## src/rtl/bus_trace.sv

```systemverilog
// bus_trace: captures 6502 bus cycles on PHI2 falling edge into a first-word-fall-through trace FIFO.
// Define BUS_TRACE_SYNC_ONLY_EN to keep only opcode-fetch (sync=1) records.
module bus_trace #(
  parameter int DEPTH = 16
) (
  input  logic        CLK25MHZ,
  input  logic        rst_n,
  input  logic        phi2,
  input  logic        rw,
  input  logic        sync,
  input  logic [15:0] a,
  input  logic [7:0]  d,
  input  logic        enable,
  input  logic        clear,
  input  logic        rd,
  output logic        rec_valid,
  output logic [15:0] rec_addr,
  output logic [7:0]  rec_data,
  output logic        rec_rw,
  output logic        rec_sync,
  output logic [4:0]  count,
  output logic        overflow
);
  localparam int AW = $clog2(DEPTH);
  logic          r_phi2_q;
  logic [25:0]   r_hold;
  logic [25:0]   r_mem [DEPTH];
  logic [AW-1:0] r_wptr, r_rptr;
  logic [4:0]    r_count;
  logic          r_overflow;
  logic          w_fall, w_push, w_pop, w_full, w_wr;
  logic [25:0]   w_head;
  assign w_fall = r_phi2_q & ~phi2;
`ifdef BUS_TRACE_SYNC_ONLY_EN
  assign w_push = w_fall & enable & r_hold[0];
`else
  assign w_push = w_fall & enable;
`endif
  assign w_full = r_count == 5'(DEPTH);
  assign w_pop  = rd & (r_count != 5'd0);
  // A pop in the same cycle frees the slot a full FIFO needs for the push.
  assign w_wr   = w_push & (~w_full | w_pop) & ~clear;
  always_ff @(posedge CLK25MHZ or negedge rst_n)
    if (!rst_n) begin
      r_phi2_q   <= 1'b0;
      r_hold     <= '0;
      r_wptr     <= '0;
      r_rptr     <= '0;
      r_count    <= '0;
      r_overflow <= 1'b0;
    end else begin
      r_phi2_q <= phi2;
      if (phi2) r_hold <= {a, d, rw, sync};
      if (clear) begin
        r_wptr     <= '0;
        r_rptr     <= '0;
        r_count    <= '0;
        r_overflow <= 1'b0;
      end else begin
        if (w_wr) r_wptr <= r_wptr + 1'b1;
        if (w_pop) r_rptr <= r_rptr + 1'b1;
        r_count <= r_count + 5'(w_wr) - 5'(w_pop);
        if (w_push & w_full & ~w_pop) r_overflow <= 1'b1;
      end
    end
  always_ff @(posedge CLK25MHZ)
    if (w_wr) r_mem[r_wptr] <= r_hold;
  assign rec_valid = r_count != 5'd0;
  assign w_head    = rec_valid ? r_mem[r_rptr] : '0;
  assign rec_addr  = w_head[25:10];
  assign rec_data  = w_head[9:2];
  assign rec_rw    = w_head[1];
  assign rec_sync  = w_head[0];
  assign count     = r_count;
  assign overflow  = r_overflow;
endmodule

```

## config.mk

```make
export PLATFORM = sky130hd
export DESIGN_NAME = bus_trace
export DESIGN_NICKNAME = d
export VERILOG_FILES = /design/src/rtl/bus_trace.sv
export SDC_FILE = /design/constraint.sdc
export NUM_CORES = 1
export LEC_CHECK = 0
export ABC_AREA = 1
export BUFFER_PORTS_ARGS = -buffer_cell sky130_fd_sc_hd__buf_2
export CAP_MARGIN = 10
export CORE_MARGIN = 1.5
export CORE_UTILIZATION = 56
export DETAILED_ROUTE_END_ITERATION = 8
export GPL_TIMING_DRIVEN = 0
export PLACE_DENSITY = 0.76
export SLEW_MARGIN = 25
export SYNTH_ARGS = -nofsm -noshare
export SYNTH_HDL_FRONTEND = slang
export SYNTH_SLANG_ARGS = --single-unit
export TNS_END_PERCENT = 100
```

## constraint.sdc

```tcl
create_clock -name CLK25MHZ -period 2.8 [get_ports CLK25MHZ]
set_input_delay 0.56 -clock CLK25MHZ [delete_from_list [all_inputs] [get_ports CLK25MHZ]]
set_output_delay 0.56 -clock CLK25MHZ [all_outputs]
set_load 0.01 [all_outputs]
```

==> results of run 1 <==
## through the flow
stage | area [um^2] | power, uW | worst slack (ns)
floorplan | 18700 | 10200 | -0.0473
global placement | 19600 | 11500 | -1.60
detailed placement | 20100 | 11700 | -0.757
CTS | 21900 | 18000 | -0.0287
global route | 22200 | 19000 | -0.0710
finish | 22200 | 18400 | -0.00237
## per-layer routing
layer / routed length [um] / vias up / global-route usage, %
li1: - / 5846 / -
met1: 18700 / 6387 / 39.7
met2: 23800 / 840 / 47.3
met3: 5240 / 157 / 4.70
met4: 2170 / 0 / 13.9
met5: 0 / - / 0
## state kept, by name, indices dropped and copies added (netlist names)
| name | cells |
|---|---|
| r_mem | 416 |
| r_phi2_q | 1 |
| r_hold | 26 |
| overflow | 1 |
| r_wptr | 4 |
| r_rptr | 4 |
| count | 5 |
## kinds of logic (layout without fill, tap and decap cells)
logic type	after synthesis	in the layout	synth area share, %
flops	457	457	72.3
xor+xnor	4	4	0.187
compound gates	89	89	2.40
simple gates	937	937	19.9
mux	26	26	1.57
buf+inv	109	288	2.79
fa+ha+maj	12	12	0.843
## power breakdown
group / internal [uW] / leakage [uW] / switching [uW]
Clock: 3590 / 0.000758 / 2580
Sequential: 7640 / 0.00424 / 241
Combinational: 1500 / 0.00375 / 2810
Total: 12700 / 0.00875 / 5630
## layout by cell type (no fill, tap or decap), types with 5 or more instances in the layout
cell type / count
a21oi_1: 70
a21oi_2: 12
buf_16: 16
buf_2: 73
buf_4: 28
buf_6: 31
buf_8: 5
clkbuf_1: 9
clkbuf_16: 46
clkbuf_2: 10
clkbuf_4: 9
clkbuf_8: 7
clkinv_1: 6
clkinv_2: 11
dfrtp_1: 40
edfxtp_1: 416
ha_1: 11
inv_1: 15
inv_6: 5
mux2_2: 26
nand2_1: 676
nand3_1: 143
nor2_1: 87
nor2_4: 18
o21ai_0: 6
## how the worst max path moves through the flow
stage	endpoint	depth (start not counted)
floorplan	r_mem[10][0]$_DFFE_PP_	7
global placement	r_mem[6][14]$_DFFE_PP_	8
detailed placement	count[4]$_DFF_PN0_	17
CTS	count[4]$_DFF_PN0_	19
global route	rec_addr[15]	11
finish	rec_addr[15]	10
## worst max-delay path: cells and delay by family, from the launching register on
kind | cells | cell delay [ns]
buffers and inverters | 4 | 0.63
AND/OR/NAND/NOR | 6 | 0.58
flip-flops | 1 | 0.46
## timing repair
item,CTS,global route
resized for setup,74,91
pin swaps,2,7
endpoints found under the setup margin,31,27
setup buffers,10,4
hold buffers,0,0
cloned,0,0
## cell type report
cell class,count,area (um^2),share of cell area (%)
Buffer,84,761,3.42
Clock buffer,60,1270,5.73
Clock inverter,25,249,1.12
Inverter,25,108,0.484
Multi-Input combinational cell,1068,4900,22.0
Sequential cell,457,13500,60.8
Tap cell,442,553,2.49
Timing Repair Buffer,94,885,3.98
==> results.md, run 1 <==
- Total congestion overflow: 0
- Via count: 13.2k
- CTS tree: built
- Slew HR: 51.5%
- Sequential area share after synthesis: 72.3%
- Core box area: 0.0327 mm^2
- Fin util: 68.0%
- First-pass GRT wire length: 74300 um
- CP required: 2.24 ns
- Final Instance Count excl. Fillers: 2255
- Initial DRC count: 1621
- Flops & latches, synth: 457
- Initial core utilization: 57.2%
- Post-route setup slack: -0.00237 ns
- Failing checks: negative setup slack
- PwrDens: 825 mW/mm^2
- Worst R2R Setup Slack: 0.08 ns
- Vias in the first global route: 12.9k
- RD Place Congestion: 0.867
- Mean Syn Cell Area: 11.4 um^2
- Final setup fails: 1
- Pre-antenna DRT Iters: 5
- Most used cell, CP: nand2_1
- Critical path launch point type: register
- Net Count, Synth: 1678
- Yosys warning count: 0
- Synth top area cells: edfxtp_1 (67%), nand2_1 (14%), dfrtp_1 (5.5%)
- Peak supply drop: 0.000563 V
- Worst path max stage delay: 0.46 ns
- DP Cell Count: 2156
- Setup tns final: -0.00237 ns
- Vias per cell: 5.87
- # nets final: 1820
- Crit path cell chain: inv_4, buf_8, buf_6, nand2_1, nand3_1, nand3_1, nand2_1, nand2_1, nor2_2, buf_2
- Synth cell count leaders: nand2_1 (679), edfxtp_1 (416), nand3_1 (144)
- Worst setup path startpoint: r_rptr[0]$_DFFE_PN0P_
- Clock latency on the worst-skew pair: 0.57 ns
- LEAKAGE: 0.00875 uW
- Layout area overhead: 19.0%
- Synth Instances: 1634
- WL final: 49900 um
- Setup Crit Path Kind: register to primary output
- Reg2reg start: count[2]$_DFF_PN0_
- DR DRC count: 0
- Cts bufs inserted: 46
- Share of the synthesized area in the top cell type: 66.8%
- Max-Cap Viols: 0
- Reg2reg end: count[4]$_DFF_PN0_
- Initial antenna violation count: 0
- Library cells used by synthesis: 24
- Row count: 66
- IO Count: 65
- DIE HEIGHT: 186 um
- Antenna Nets Post-Route: 0
- Fraction of registers with async set or reset after synthesis: 8.97%
- Cell Area, Synth: 0.0187 mm^2
- Max H-tree Level: 2
- RSZ-0062 raised after global routing: yes
- Ys flop type: edfxtp_1
- Post-DP HPWL: 31400 um
- Final worst-path cycle share: 100%
- Slowest stage cell on the critical path: dfrtp_2
- Drt wl/cell: 22.1 um
- Fin Hold WS: 0.0616 ns
- Worst min path class: primary input to asynchronous set/reset pin
- Die W: 186 um
- PortBufs: 64
- Slew @ Worst Pin: 0.728 ns
- Worst Skew: 0.0171 ns
- Filler Cell Count: 2219
- # diodes: 0
- Largest net degree at the start of global routing: 42
- Clk sink count: 457
- Clk buf depth: 3
- Worst Path Arrival: 2.24 ns
- Most frequent cell after synthesis: nand2_1
- Cell taking the most area after synthesis: edfxtp_1
- CP Max Fanout: 10
- Final hold vios: 0
- Total global-route track usage: 29.4%
- Post-synth EDFFs: 416
- Share of layout cells above drive strength 1: 18.0%
- Outcome: finished, violations left
- Clock-pin slew on the worst setup and hold paths: 0.06 ns
- Slew Limit Fails: 0
- Final min period: 2.80 ns
- Die footprint: 0.0345 mm^2
- Worst Reg-to-Reg Cells: 19
- Root buf cell: clkbuf_16
- Worst setup EP type: primary output
- Achievable Freq: 357 MHz
(Power assumes the default switching activity.)
==> inputs of run 2 (changes only) <==
--- a/config.mk
+++ b/config.mk
@@ -6,13 +6,15 @@
 export NUM_CORES = 1
 export LEC_CHECK = 0
 export ABC_AREA = 1
+export ABC_CLOCK_PERIOD_IN_PS = 2800
 export BUFFER_PORTS_ARGS = -buffer_cell sky130_fd_sc_hd__buf_2
 export CAP_MARGIN = 10
+export CELL_PAD_IN_SITES_DETAIL_PLACEMENT = 1
+export CELL_PAD_IN_SITES_GLOBAL_PLACEMENT = 2
 export CORE_MARGIN = 1.5
-export CORE_UTILIZATION = 56
+export CORE_UTILIZATION = 38
 export DETAILED_ROUTE_END_ITERATION = 8
-export GPL_TIMING_DRIVEN = 0
-export PLACE_DENSITY = 0.76
+export PLACE_DENSITY_LB_ADDON = 0.1
 export SLEW_MARGIN = 25
 export SYNTH_ARGS = -nofsm -noshare
 export SYNTH_HDL_FRONTEND = slang
==> results.md, run 2 (synthesis results as in run 1) <==
- Final hold vios: 0
- Initial core utilization: 38.4%
- Clk sink count: 457
- Post-route setup slack: -0.0757 ns
- Worst Skew: 0.0276 ns
- Max H-tree Level: 2
- Share of layout cells above drive strength 1: 22.2%
- Peak supply drop: 0.000545 V
- Final worst-path cycle share: 103%
- PwrDens: 847 mW/mm^2
- Comb pwr share: 26.4%
- Slew @ Worst Pin: 0.881 ns
- Filler Cell Count: 5099
- Slew HR: 41.3%
- Achievable Freq: 348 MHz
- CP required: 2.24 ns
- Antenna Nets Post-Route: 0
- RD Place Congestion: 0.727
- DIE HEIGHT: 225 um
- Clock latency on the worst-skew pair: 0.60 ns
- Internal power: 13700 uW
- Slew Limit Fails: 0
- Fin Hold WS: 0.0830 ns
- Root buf cell: clkbuf_16
- Reg2reg start: count[3]$_DFF_PN0_
- Most frequent cells in the layout: nand2_1 (656), edfxtp_1 (416), nand3_1 (131)
- Worst R2R Setup Slack: 0.20 ns
- Outcome: finished, violations left
- Crit path max-delay family: buffers and inverters
- LEAKAGE: 0.00902 uW
- Setup tns final: -0.605 ns
- WL final: 58900 um
- Vias in the first global route: 13.3k
- Reg2reg end: count[4]$_DFF_PN0_
- Max reg flops: 416
- Final min period: 2.88 ns
- Slowest stage cell on the critical path: dfrtp_4
- Worst slack at placement: 0.0959 ns
- Initial DRC count: 792
- Reg power frac: 40.2%
- Failing checks: negative setup slack
- Via count: 12.8k
- Worst Path Arrival: 2.32 ns
- CTS tree: built
- Setup Crit Path Kind: register to primary output
- Post-DP HPWL: 30800 um
- Largest net degree at the start of global routing: 47
- Clock-pin slew on the worst setup and hold paths: 0.06 ns
- Worst setup EP type: primary output
- Total congestion overflow: 0
- Cts bufs inserted: 50
- RSZ-0062 raised after global routing: yes
- Max-Cap Viols: 0
- Core box area: 0.0487 mm^2
- First-pass GRT wire length: 85800 um
- Critical path launch point type: register
- Sw Pwr: 6060 uW
- Layout area overhead: 24.5%
- Switching Fraction: 30.7%
- Fin util: 47.8%
- Initial antenna violation count: 0
- DR DRC count: 0
- CP Buf/Inv Count: 5
- Total power: 19700 uW
- Row count: 81
- Vias per cell: 5.12
- CP Max Fanout: 6
- Die W: 225 um
- Die footprint: 0.0505 mm^2
- Worst path max stage delay: 0.56 ns
- Commonest non-fill, non-tap cell in the layout: nand2_1
- IO Count: 65
- Crit path cell chain: inv_12, buf_12, buf_8, buf_6, nand2_2, nand3_2, nand2_2, a21oi_2, nor2_2, nor2_2, buf_2
- Final setup fails: 18
- Clk buf depth: 3
- Total global-route track usage: 23.5%
- Drt wl/cell: 23.6 um
- Clock power frac: 33.4%
- Worst Reg-to-Reg Cells: 19
- # nets final: 1836
- Top reg by flops: r_mem
- PortBufs: 64
- Pre-antenna DRT Iters: 5
- Worst min path class: primary input to asynchronous set/reset pin
- # diodes: 0
==> run 2: metal layers <==
metal	share of wire (%)	vias to the layer above	GRT usage [%]
li1	-	5887	-
met3	3.0	80	3.04
met1	44	6609	30.2
met2	51	210	41.7
met4	2.0	0	6.15
met5	0	-	0
==> run 2: worst max path at each step <==
stage / from / endpoint / slack (ns) / cells past startpoint
6_report: r_rptr[0]$_DFFE_PN0P_ / rec_data[5] / -0.08 / 11
3_5_place_dp: phi2 / count[4]$_DFF_PN0_ / 0.1 / 15
5_1_grt: r_rptr[0]$_DFFE_PN0P_ / rec_data[5] / -0.19 / 11
2_1_floorplan: phi2 / r_mem[10][0]$_DFFE_PP_ / -0.05 / 7
4_1_cts: r_rptr[0]$_DFFE_PN0P_ / rec_addr[5] / -0.11 / 13
3_3_place_gp: enable / count[4]$_DFF_PN0_ / 0.17 / 16
==> run 2: area by class of cell <==
type,count,area [um^2],area share (%)
Clock inverter,21,230,0.989
Tap cell,664,831,3.57
Inverter,25,109,0.468
Timing Repair inverter,1,16.3,0.0699
Sequential cell,457,13500,58.1
Clock buffer,70,1400,6.00
Multi-Input combinational cell,1068,5090,21.9
Timing Repair Buffer,189,2080,8.93
==> run 2: what timing repair did <==
item | CTS | global route
hold buffers | 0 | 0
setup buffers | 28 | 19
cloned | 11 | 7
resized for setup | 87 | 67
setup endpoints to repair | 26 | 27
pin swaps | 13 | 29
==> run 2: power groups by stage <==
stage	Sequential, uW	Combinational [uW]	Clock, uW
5_1_grt	7950	5680	6930
2_1_floorplan	7930	2260	0
6_report	7930	5200	6580
3_3_place_gp	8070	3700	0
3_5_place_dp	8090	3750	0
4_1_cts	7930	4760	6720
==> run 2: through the flow <==
stage               area (um^2)  cells
floorplan                 18700   1634
global placement          20300   2344
detailed placement        20300   2344
CTS                       22800   2474
global route              23300   2495
finish                    23300   2495
==> inputs of run 3 (changes only) <==
--- a/config.mk
+++ b/config.mk
@@ -15,6 +15,7 @@
 export CORE_UTILIZATION = 38
 export DETAILED_ROUTE_END_ITERATION = 8
 export PLACE_DENSITY_LB_ADDON = 0.1
+export SETUP_SLACK_MARGIN = 0.05
 export SLEW_MARGIN = 25
 export SYNTH_ARGS = -nofsm -noshare
 export SYNTH_HDL_FRONTEND = slang
==> results.md, run 3 (synthesis results as in run 1) <==
- Top reg by flops: r_mem
- Vias in the first global route: 13.3k
- IO Count: 65
- Final setup fails: 16
- Max reg flops: 416
- # diodes: 0
- Final hold vios: 0
- Clock-pin slew on the worst setup and hold paths: 0.06 ns
- PwrDens: 847 mW/mm^2
- Setup Crit Path Kind: register to primary output
- Final worst-path cycle share: 103%
- Worst min path class: primary input to asynchronous set/reset pin
- Sw Pwr: 6070 uW
- DR DRC count: 0
- Internal power: 13600 uW
- Cts bufs inserted: 50
- Vias per cell: 5.12
- Peak supply drop: 0.000528 V
- Worst Skew: 0.0263 ns
- CTS tree: built
- Slew @ Worst Pin: 0.893 ns
- Via count: 12.7k
- CP required: 2.24 ns
- Die W: 225 um
- Pre-antenna DRT Iters: 5
- Total global-route track usage: 23.5%
- Reg power frac: 40.3%
- Slew HR: 40.5%
- RSZ-0062 raised after global routing: yes
- Total congestion overflow: 0
- Worst setup EP type: primary output
- Switching Fraction: 30.8%
- Failing checks: negative setup slack
- Post-route setup slack: -0.0951 ns
- Antenna Nets Post-Route: 0
- Row count: 81
- Layout area overhead: 24.3%
- Drt wl/cell: 23.7 um
- Final Instance Count excl. Fillers: 2486
- RD Place Congestion: 0.727
- Largest net degree at the start of global routing: 47
- Root buf cell: clkbuf_16
- DIE HEIGHT: 225 um
- Die footprint: 0.0505 mm^2
- Commonest non-fill, non-tap cell in the layout: nand2_1
- Worst Path Arrival: 2.34 ns
- Hold-fix buffers at CTS: 0
- LEAKAGE: 0.00897 uW
- Comb pwr share: 26.2%
- WL final: 58800 um
- Initial DRC count: 711
- Final min period: 2.90 ns
- Critical path launch point type: register
- # nets final: 1827
- Share of layout cells above drive strength 1: 22.9%
- Clk sink count: 457
- Initial core utilization: 38.4%
- Clock power frac: 33.5%
- Max-Cap Viols: 0
- CP Max Fanout: 6
- Core box area: 0.0487 mm^2
- Finished Cell Area: 0.0232 mm^2
- Clk buf depth: 3
- Worst slack at placement: 0.0959 ns
- Post-DP HPWL: 30800 um
- Achievable Freq: 345 MHz
- Slew Limit Fails: 0
- Outcome: finished, violations left
- PortBufs: 64
- Placed inst area: 0.0203 mm^2
- Max H-tree Level: 2
- DP Cell Count: 2344
- Initial antenna violation count: 0
- First-pass GRT wire length: 85800 um
- Most frequent cells in the layout: nand2_1 (641), edfxtp_1 (416), nand3_1 (130)
- Clock latency on the worst-skew pair: 0.59 ns
- Fin util: 47.7%
## run 3: cell types whose count changed in the layout (fill, tap and decap cells not counted), sizes merged
| cell | previous run | this run |
|---|---|---|
| buf | 183 | 175 |
| clkbuf | 76 | 75 |
## run 3: timing repair
item,CTS,global route
cloned,11,6
pin swaps,13,17
gates resized for setup,89,72
buffers inserted,28,7
setup endpoints to repair,26,28
## run 3: worst paths after layout
kind | to | depth (start not counted) | slack, ns | from
setup / recovery | rec_data[5] | 11 | -0.1 | r_rptr[0]$_DFFE_PN0P_
hold / removal | r_hold[20]$_DFFE_PN0P_ | 1 | 0.09 | rst_n
setup reg to reg | count[4]$_DFF_PN0_ | 19 | 0.21 | count[2]$_DFF_PN0_
hold reg to reg | overflow$_DFFE_PN0P_ | 2 | 0.53 | overflow$_DFFE_PN0P_
max in group asynchronous | r_rptr[0]$_DFFE_PN0P_ | 1 | 2.04 | rst_n
min in group CLK25MHZ | r_hold[4]$_DFFE_PN0P_ | 2 | 0.19 | d[2]
## run 3: worst max-delay path, cell delays in order (launching register included)
cell	delay [ns]
dfrtp_4	0.57
inv_12	0.12
buf_12	0.15
buf_8	0.14
buf_6	0.10
nand2_2	0.04
nand3_2	0.05
nand2_1	0.06
a21oi_2	0.12
nor2_2	0.06
nor2_2	0.16
buf_2	0.16
## run 3: through the flow
step	total power [uW]	TNS, ns	hold WS, ns
global route	20500	-3.27	0.141
CTS	19400	-1.69	0.0897
finish	19700	-0.514	0.0906
global placement	11800	0	0.506
floorplan	10200	-11.07	0.264
detailed placement	11800	0	0.519
## run 3: layer usage
layer	track usage (%)	wire, um
met1	30.2	25900
met2	41.7	30000
met3	3.04	1830
met4	6.15	1060
met5	0	0
## run 3: cell type report
type / instances / area, um^2
Inverter: 25 / 106
Timing Repair Buffer: 180 / 1990
Clock inverter: 21 / 230
Sequential cell: 457 / 13500
Fill cell: 5092 / 25500
Tap cell: 664 / 831
Multi-Input combinational cell: 1068 / 5140
Clock buffer: 70 / 1400
Timing Repair inverter: 1 / 16.3
## run 3: power groups by stage
stage	registers, uW	clock network, uW	logic (uW)
6_report	7930	6580	5160
5_1_grt	7960	6930	5630
4_1_cts	7930	6720	4770
3_5_place_dp	8090	0	3750
3_3_place_gp	8070	0	3700
2_1_floorplan	7930	0	2260
